--- src/rtl/fdiv_sequencer.sv ---
// fdiv_sequencer: issue/collection stage in front of the sequential
// single-precision float divider. Special operands and exponent range
// faults are answered locally; every other pair is handed to the divider
// and its result is collected, with a watchdog against a silent divider.
// Optional statistics counters are compiled in with FDIV_SEQ_STATS_EN.
module fdiv_sequencer #(
    parameter int unsigned TIMEOUT_CYCLES = 63
) (
    input  logic        clk,
    input  logic        rst,
    input  logic        in_valid,
    output logic        in_ready,
    input  logic [31:0] in_a,
    input  logic [31:0] in_b,
    output logic        div_start,
    output logic [31:0] div_a,
    output logic [31:0] div_b,
    input  logic [31:0] div_result,
    input  logic        div_done,
    output logic        out_valid,
    input  logic        out_ready,
    output logic [31:0] out_result,
    output logic [4:0]  out_flags
`ifdef FDIV_SEQ_STATS_EN
    ,
    output logic [15:0] stat_ops,
    output logic [15:0] stat_bypass,
    output logic [15:0] stat_timeout
`endif
);

    typedef enum logic [2:0] {
        IDLE,
        CLASSIFY,
        ISSUE,
        WAIT,
        OUTPUT
    } state_t;

    localparam logic [31:0] QNAN     = 32'h7FC0_0000;
    localparam logic [8:0]  WD_LIMIT = 9'(TIMEOUT_CYCLES);

    state_t      state;
    logic [31:0] a_q;
    logic [31:0] b_q;
    logic [7:0]  wd_cnt;
    logic [8:0]  wd_next;

    // Operand fields of the captured pair; denormals count as zero
    logic        sign_q;
    logic [7:0]  a_exp;
    logic [7:0]  b_exp;
    logic        a_nan;
    logic        b_nan;
    logic        a_inf;
    logic        b_inf;
    logic        a_zero;
    logic        b_zero;
    logic        m_lt;
    logic signed [9:0] e_calc;

    logic        cls_issue;
    logic [31:0] cls_result;
    logic [4:0]  cls_flags;

    assign sign_q  = a_q[31] ^ b_q[31];
    assign a_exp   = a_q[30:23];
    assign b_exp   = b_q[30:23];
    assign a_nan   = (a_exp == 8'hFF) && (a_q[22:0] != 23'd0);
    assign b_nan   = (b_exp == 8'hFF) && (b_q[22:0] != 23'd0);
    assign a_inf   = (a_exp == 8'hFF) && (a_q[22:0] == 23'd0);
    assign b_inf   = (b_exp == 8'hFF) && (b_q[22:0] == 23'd0);
    assign a_zero  = (a_exp == 8'h00);
    assign b_zero  = (b_exp == 8'h00);
    assign m_lt    = ({1'b1, a_q[22:0]} < {1'b1, b_q[22:0]});
    assign e_calc  = $signed({2'b00, a_exp}) - $signed({2'b00, b_exp})
                   + 10'sd127 - $signed({9'd0, m_lt});
    assign wd_next = {1'b0, wd_cnt} + 9'd1;

    // Only IDLE accepts a pair; reset forces ready low combinationally
    assign in_ready = (state == IDLE) && !rst;

    // Classify the captured pair: local answer, or hand it to the divider
    always_comb begin
        cls_issue  = 1'b0;
        cls_result = 32'h0000_0000;
        cls_flags  = 5'b00000;
        if (a_nan || b_nan || (a_zero && b_zero) || (a_inf && b_inf)) begin
            cls_result = QNAN;
            cls_flags  = 5'b10000;
        end else if (b_zero && !a_zero && !a_inf) begin
            cls_result = {sign_q, 8'hFF, 23'd0};
            cls_flags  = 5'b01000;
        end else if (a_inf) begin
            cls_result = {sign_q, 8'hFF, 23'd0};
        end else if (a_zero || b_inf) begin
            cls_result = {sign_q, 31'd0};
        end else if (e_calc > 10'sd254) begin
            cls_result = {sign_q, 8'hFF, 23'd0};
            cls_flags  = 5'b00100;
        end else if (e_calc < 10'sd1) begin
            cls_result = {sign_q, 31'd0};
            cls_flags  = 5'b00010;
        end else begin
            cls_issue  = 1'b1;
        end
    end

    // Main sequencer: one operation at a time, all outputs registered
    always_ff @(posedge clk) begin
        if (rst) begin
            state      <= IDLE;
            a_q        <= 32'd0;
            b_q        <= 32'd0;
            wd_cnt     <= 8'd0;
            div_start  <= 1'b0;
            div_a      <= 32'd0;
            div_b      <= 32'd0;
            out_valid  <= 1'b0;
            out_result <= 32'd0;
            out_flags  <= 5'd0;
        end else begin
            case (state)
                IDLE: begin
                    if (in_valid) begin
                        a_q   <= in_a;
                        b_q   <= in_b;
                        state <= CLASSIFY;
                    end
                end
                CLASSIFY: begin
                    if (cls_issue) begin
                        div_start <= 1'b1;
                        div_a     <= a_q;
                        div_b     <= b_q;
                        state     <= ISSUE;
                    end else begin
                        out_valid  <= 1'b1;
                        out_result <= cls_result;
                        out_flags  <= cls_flags;
                        state      <= OUTPUT;
                    end
                end
                ISSUE: begin
                    div_start <= 1'b0;
                    wd_cnt    <= 8'd0;
                    state     <= WAIT;
                end
                WAIT: begin
                    if (div_done) begin
                        out_valid  <= 1'b1;
                        out_result <= div_result;
                        out_flags  <= 5'b00000;
                        state      <= OUTPUT;
                    end else if (wd_next == WD_LIMIT) begin
                        out_valid  <= 1'b1;
                        out_result <= QNAN;
                        out_flags  <= 5'b00001;
                        state      <= OUTPUT;
                    end else begin
                        wd_cnt <= wd_next[7:0];
                    end
                end
                OUTPUT: begin
                    if (out_ready) begin
                        out_valid <= 1'b0;
                        state     <= IDLE;
                    end
                end
                default: state <= IDLE;
            endcase
        end
    end

`ifdef FDIV_SEQ_STATS_EN
    logic bypass_q;

    // Count completed operations, locally answered ones and timeouts
    always_ff @(posedge clk) begin
        if (rst) begin
            bypass_q     <= 1'b0;
            stat_ops     <= 16'd0;
            stat_bypass  <= 16'd0;
            stat_timeout <= 16'd0;
        end else begin
            if (state == CLASSIFY) begin
                bypass_q <= !cls_issue;
            end
            if (out_valid && out_ready) begin
                stat_ops <= stat_ops + 16'd1;
                if (bypass_q) begin
                    stat_bypass <= stat_bypass + 16'd1;
                end
                if (out_flags[0]) begin
                    stat_timeout <= stat_timeout + 16'd1;
                end
            end
        end
    end
`endif

endmodule
--- config.mk ---
export PLATFORM = sky130hd
export DESIGN_NAME = fdiv_sequencer
export DESIGN_NICKNAME = d
export VERILOG_FILES = /design/src/rtl/fdiv_sequencer.sv
export SDC_FILE = /design/constraint.sdc
export NUM_CORES = 1
export LEC_CHECK = 0
export CAP_MARGIN = 25
export CORE_MARGIN = 1.5
export CORE_UTILIZATION = 51
export CTS_BUF_LIST = sky130_fd_sc_hd__clkbuf_8
export CTS_CLUSTER_SIZE = 8
export DETAILED_ROUTE_END_ITERATION = 16
export GPL_ROUTABILITY_DRIVEN = 0
export MAX_ROUTING_LAYER = met4
export PLACE_DENSITY = 0.83
export SYNTH_ARGS = -nofsm -noshare
export SYNTH_HDL_FRONTEND = slang
export SYNTH_SLANG_ARGS = --single-unit
--- constraint.sdc ---
create_clock -name clk -period 5.9 [get_ports clk]
set_input_delay 1.18 -clock clk [delete_from_list [all_inputs] [get_ports clk]]
set_output_delay 1.18 -clock clk [all_outputs]
set_load 0.03 [all_outputs]
==> out/summary.txt <==
status: finished, final reports clean
initial antenna violation count: 0
vias in the first global route: 6,889
first-pass GRT wire length: 33,400 µm
worst slew pin tran: 0.714 ns
IO buf count: 204
Req. time, crit path: 6.24 ns
Final HPWL DP: 15,100 µm
Synth top area share: 44.4%
cell family with most CP delay: simple AND/OR/NAND/NOR gates
FF+latch count, synth: 178
WS Path Type: flop to flop
pin count of the biggest net entering global routing: 110
Synth Instances: 957
ratio of cells with drive above 1 in the final layout: 5.59%
Unique masters post-synth: 55
clk root buf: clkbuf_8
Resized cells post-CTS: 0
crit share post-route: 89.9%
wire length per cell: 15.9 µm
max_cap viols: 0
Post-CTS Setup Repair Bufs: 0
Slew Viols, Final: 0
Max Fclk: 189 MHz
syn nets: 1,100
dpl ws: 0.585 ns
Startpoint Class: flop
Worst-path clk slew: 0.10 ns
core box area: 15,300 µm²
fillcell total: 1,281
hold_buf cts: 0
Pwr Total: 0.00380 W
Post-synth EDFFs: 0
Fin. Hold Viols: 0
total grt overflow: 0
vias per cell: 5.48
remaining antenna violation count: 0
hold depth: 2
sequential fraction of the synthesis area: 44.4%
Leak: 4.22 nW
warnings from Yosys: 0
Synth area leader: dfxtp_1
drt total wl: 21,600 µm
worst clock skew: 0.0129 ns
CP arrival: 5.65 ns
HP Class: flop to flop
Rel. slew slack: 52.4%
Pre-Repair DR Iteration Count: 5
r2r worst-path depth: 22
Final min period: 5.30 ns
CP max-delay cell: or2_4
CP bufs+invs: 3
Post-Syn Area: 8030 µm²
Clock Path Buffers: 2
Inserted Clock Buffers: 17
largest fanout on the critical path: 42
Starting Density: 52.4%
TNS Setup: 0 ns
crit-path cells: inv_1 > ha_1 > a21o_1 > a21oi_1 > nor2b_1 > o21ai_0 > nand2b_1 > a2111oi_0 > o21ai_0 > ha_1 > ha_1 > inv_1 > fa_1 > xnor2_1 > or4b_1 > a21oi_1 > o2111ai_1 > or4b_1 > or2_4 > buf_4 > mux2i_1 > nor2_1
DRC: 0
Vias: 7,432
peak supply drop: 0.000341 V
Clock Sinks: 178
Final nets: 1,274
final setup fails: 0
Synth-to-Final Area Change: 31.8%
I/O pin count: 205
num rows: 45
gr usage total: 26.5%
clock latency at the later pin of the worst-skew pair: 0.47 ns
Final WS setup: 0.596 ns
Worst path depth: 22
synth top area cells: dfxtp_1, a21oi_1, nand2_1
Die W: 128 µm
Die ar.: 16,500 µm²
Mean Syn Cell Area: 8.39 µm²
# diodes: 0
top-count cell post-synth: dfxtp_1
CTS tree: built
RSZ-0062 raised after global routing: false
crit-path max cell delay: 0.58 ns
Die H: 128 µm
CP most frequent cell: ha_1
most instantiated cells after synthesis: dfxtp_1, nand2_1, a21oi_1, nor2_1, inv_1
1st-iter DRT viols: 485
top_reg_cell synth: dfxtp_1
depth of the CTS H-tree: 4
Power Density: 359 nW/µm²
FFs w/ async S/R, synth: 0%
crit path capture type: flop
[cells by family after synthesis]
group,after synthesis,synth area share (%)
AND/OR/NAND/NOR,369,20.5
AO/OA/AOI/OAI,216,17.1
flip-flops,178,44.4
buffers and inverters,105,5.64
adder cells (fa/ha/maj),42,6.73
multiplexers,34,4.24
XOR/XNOR,13,1.42
[metrics by stage]
stage / utilization [%] / cells / hold slack, ns / area [µm²]
after floorplan: - / 957 / 0.449 / 8030
after global placement: 66.1 / 1322 / 0.441 / 10100
after detailed placement: 66.1 / 1322 / 0.453 / 10100
after CTS: 68.9 / 1354 / 0.470 / 10600
after global routing: 69.1 / 1355 / 0.493 / 10600
final: 69.1 / 1355 / 0.466 / 10600
[final timing paths]
check	startpoint	end	slack, ns
worst min-delay path	out_flags[4]	out_flags[4]	0.47
worst min register to register	out_flags[4]	out_flags[4]	0.47
worst max-delay path	b_q[1]	div_a[16]	0.60
worst max register to register	b_q[1]	div_a[16]	0.60
[final cells by class]
| class | count | area, µm² | area share (%) |
|---|---|---|---|
| Timing Repair Buffer | 213 | 2130 | 20.1 |
| Clock buffer | 17 | 234 | 2.21 |
| Multi-Input combinational cell | 674 | 4020 | 38.0 |
| Inverter | 47 | 176 | 1.67 |
| Clock inverter | 15 | 200 | 1.89 |
| Sequential cell | 178 | 3560 | 33.7 |
| Tap cell | 211 | 264 | 2.49 |
[cell usage in the layout (no fill, tap or decap), types with 18 or more instances in the layout]
cell | netlist | routed
nor2_1 | 97 | 97
inv_1 | 47 | 47
ha_1 | 40 | 40
dfxtp_1 | 178 | 178
a21oi_1 | 112 | 112
nand3_1 | 20 | 20
nor3_1 | 41 | 41
mux2i_1 | 34 | 34
nand2_1 | 147 | 146
a22o_1 | 22 | 22
o21ai_0 | 18 | 18
clkdlybuf4s50_1 | 0 | 203
[sequential cells by signal, indices dropped and copies added (netlist names)]
register,flops
out_result,32
state,3
div_a,32
out_valid,1
wd_cnt,8
div_b,32
out_flags,5
b_q,32
a_q,32
div_start,1
[metal layers]
metal	share of wire, %	routed length, µm	track usage [%]	vias up
met3	7.2	1560	5.90	36
met2	47	10200	43.4	289
met4	2.2	469	9.72	0
li1	-	-	-	3652
met1	43	9300	32.0	3455
met5	0	0	-	-
[worst register-to-register path, stage by stage (launching register included)]
cell and delay [ns]:
dfxtp_1 0.37, inv_1 0.07, ha_1 0.27, a21o_1 0.16, a21oi_1 0.16, nor2b_1 0.07, o21ai_0 0.14, nand2b_1 0.07
a2111oi_0 0.49, o21ai_0 0.17, ha_1 0.21, ha_1 0.21, inv_1 0.07, fa_1 0.19, xnor2_1 0.08, or4b_1 0.46
a21oi_1 0.14, o2111ai_1 0.17, or4b_1 0.22, or2_4 0.58, buf_4 0.54, mux2i_1 0.26, nor2_1 0.06
[where the power goes]
group	internal [W]	switching (W)
Sequential	0.00129	0.0000827
Clock	0.000432	0.000470
Combinational	0.000569	0.000953
Total	0.00229	0.00151
No activity file was read; power rests on OpenSTA's default activity.
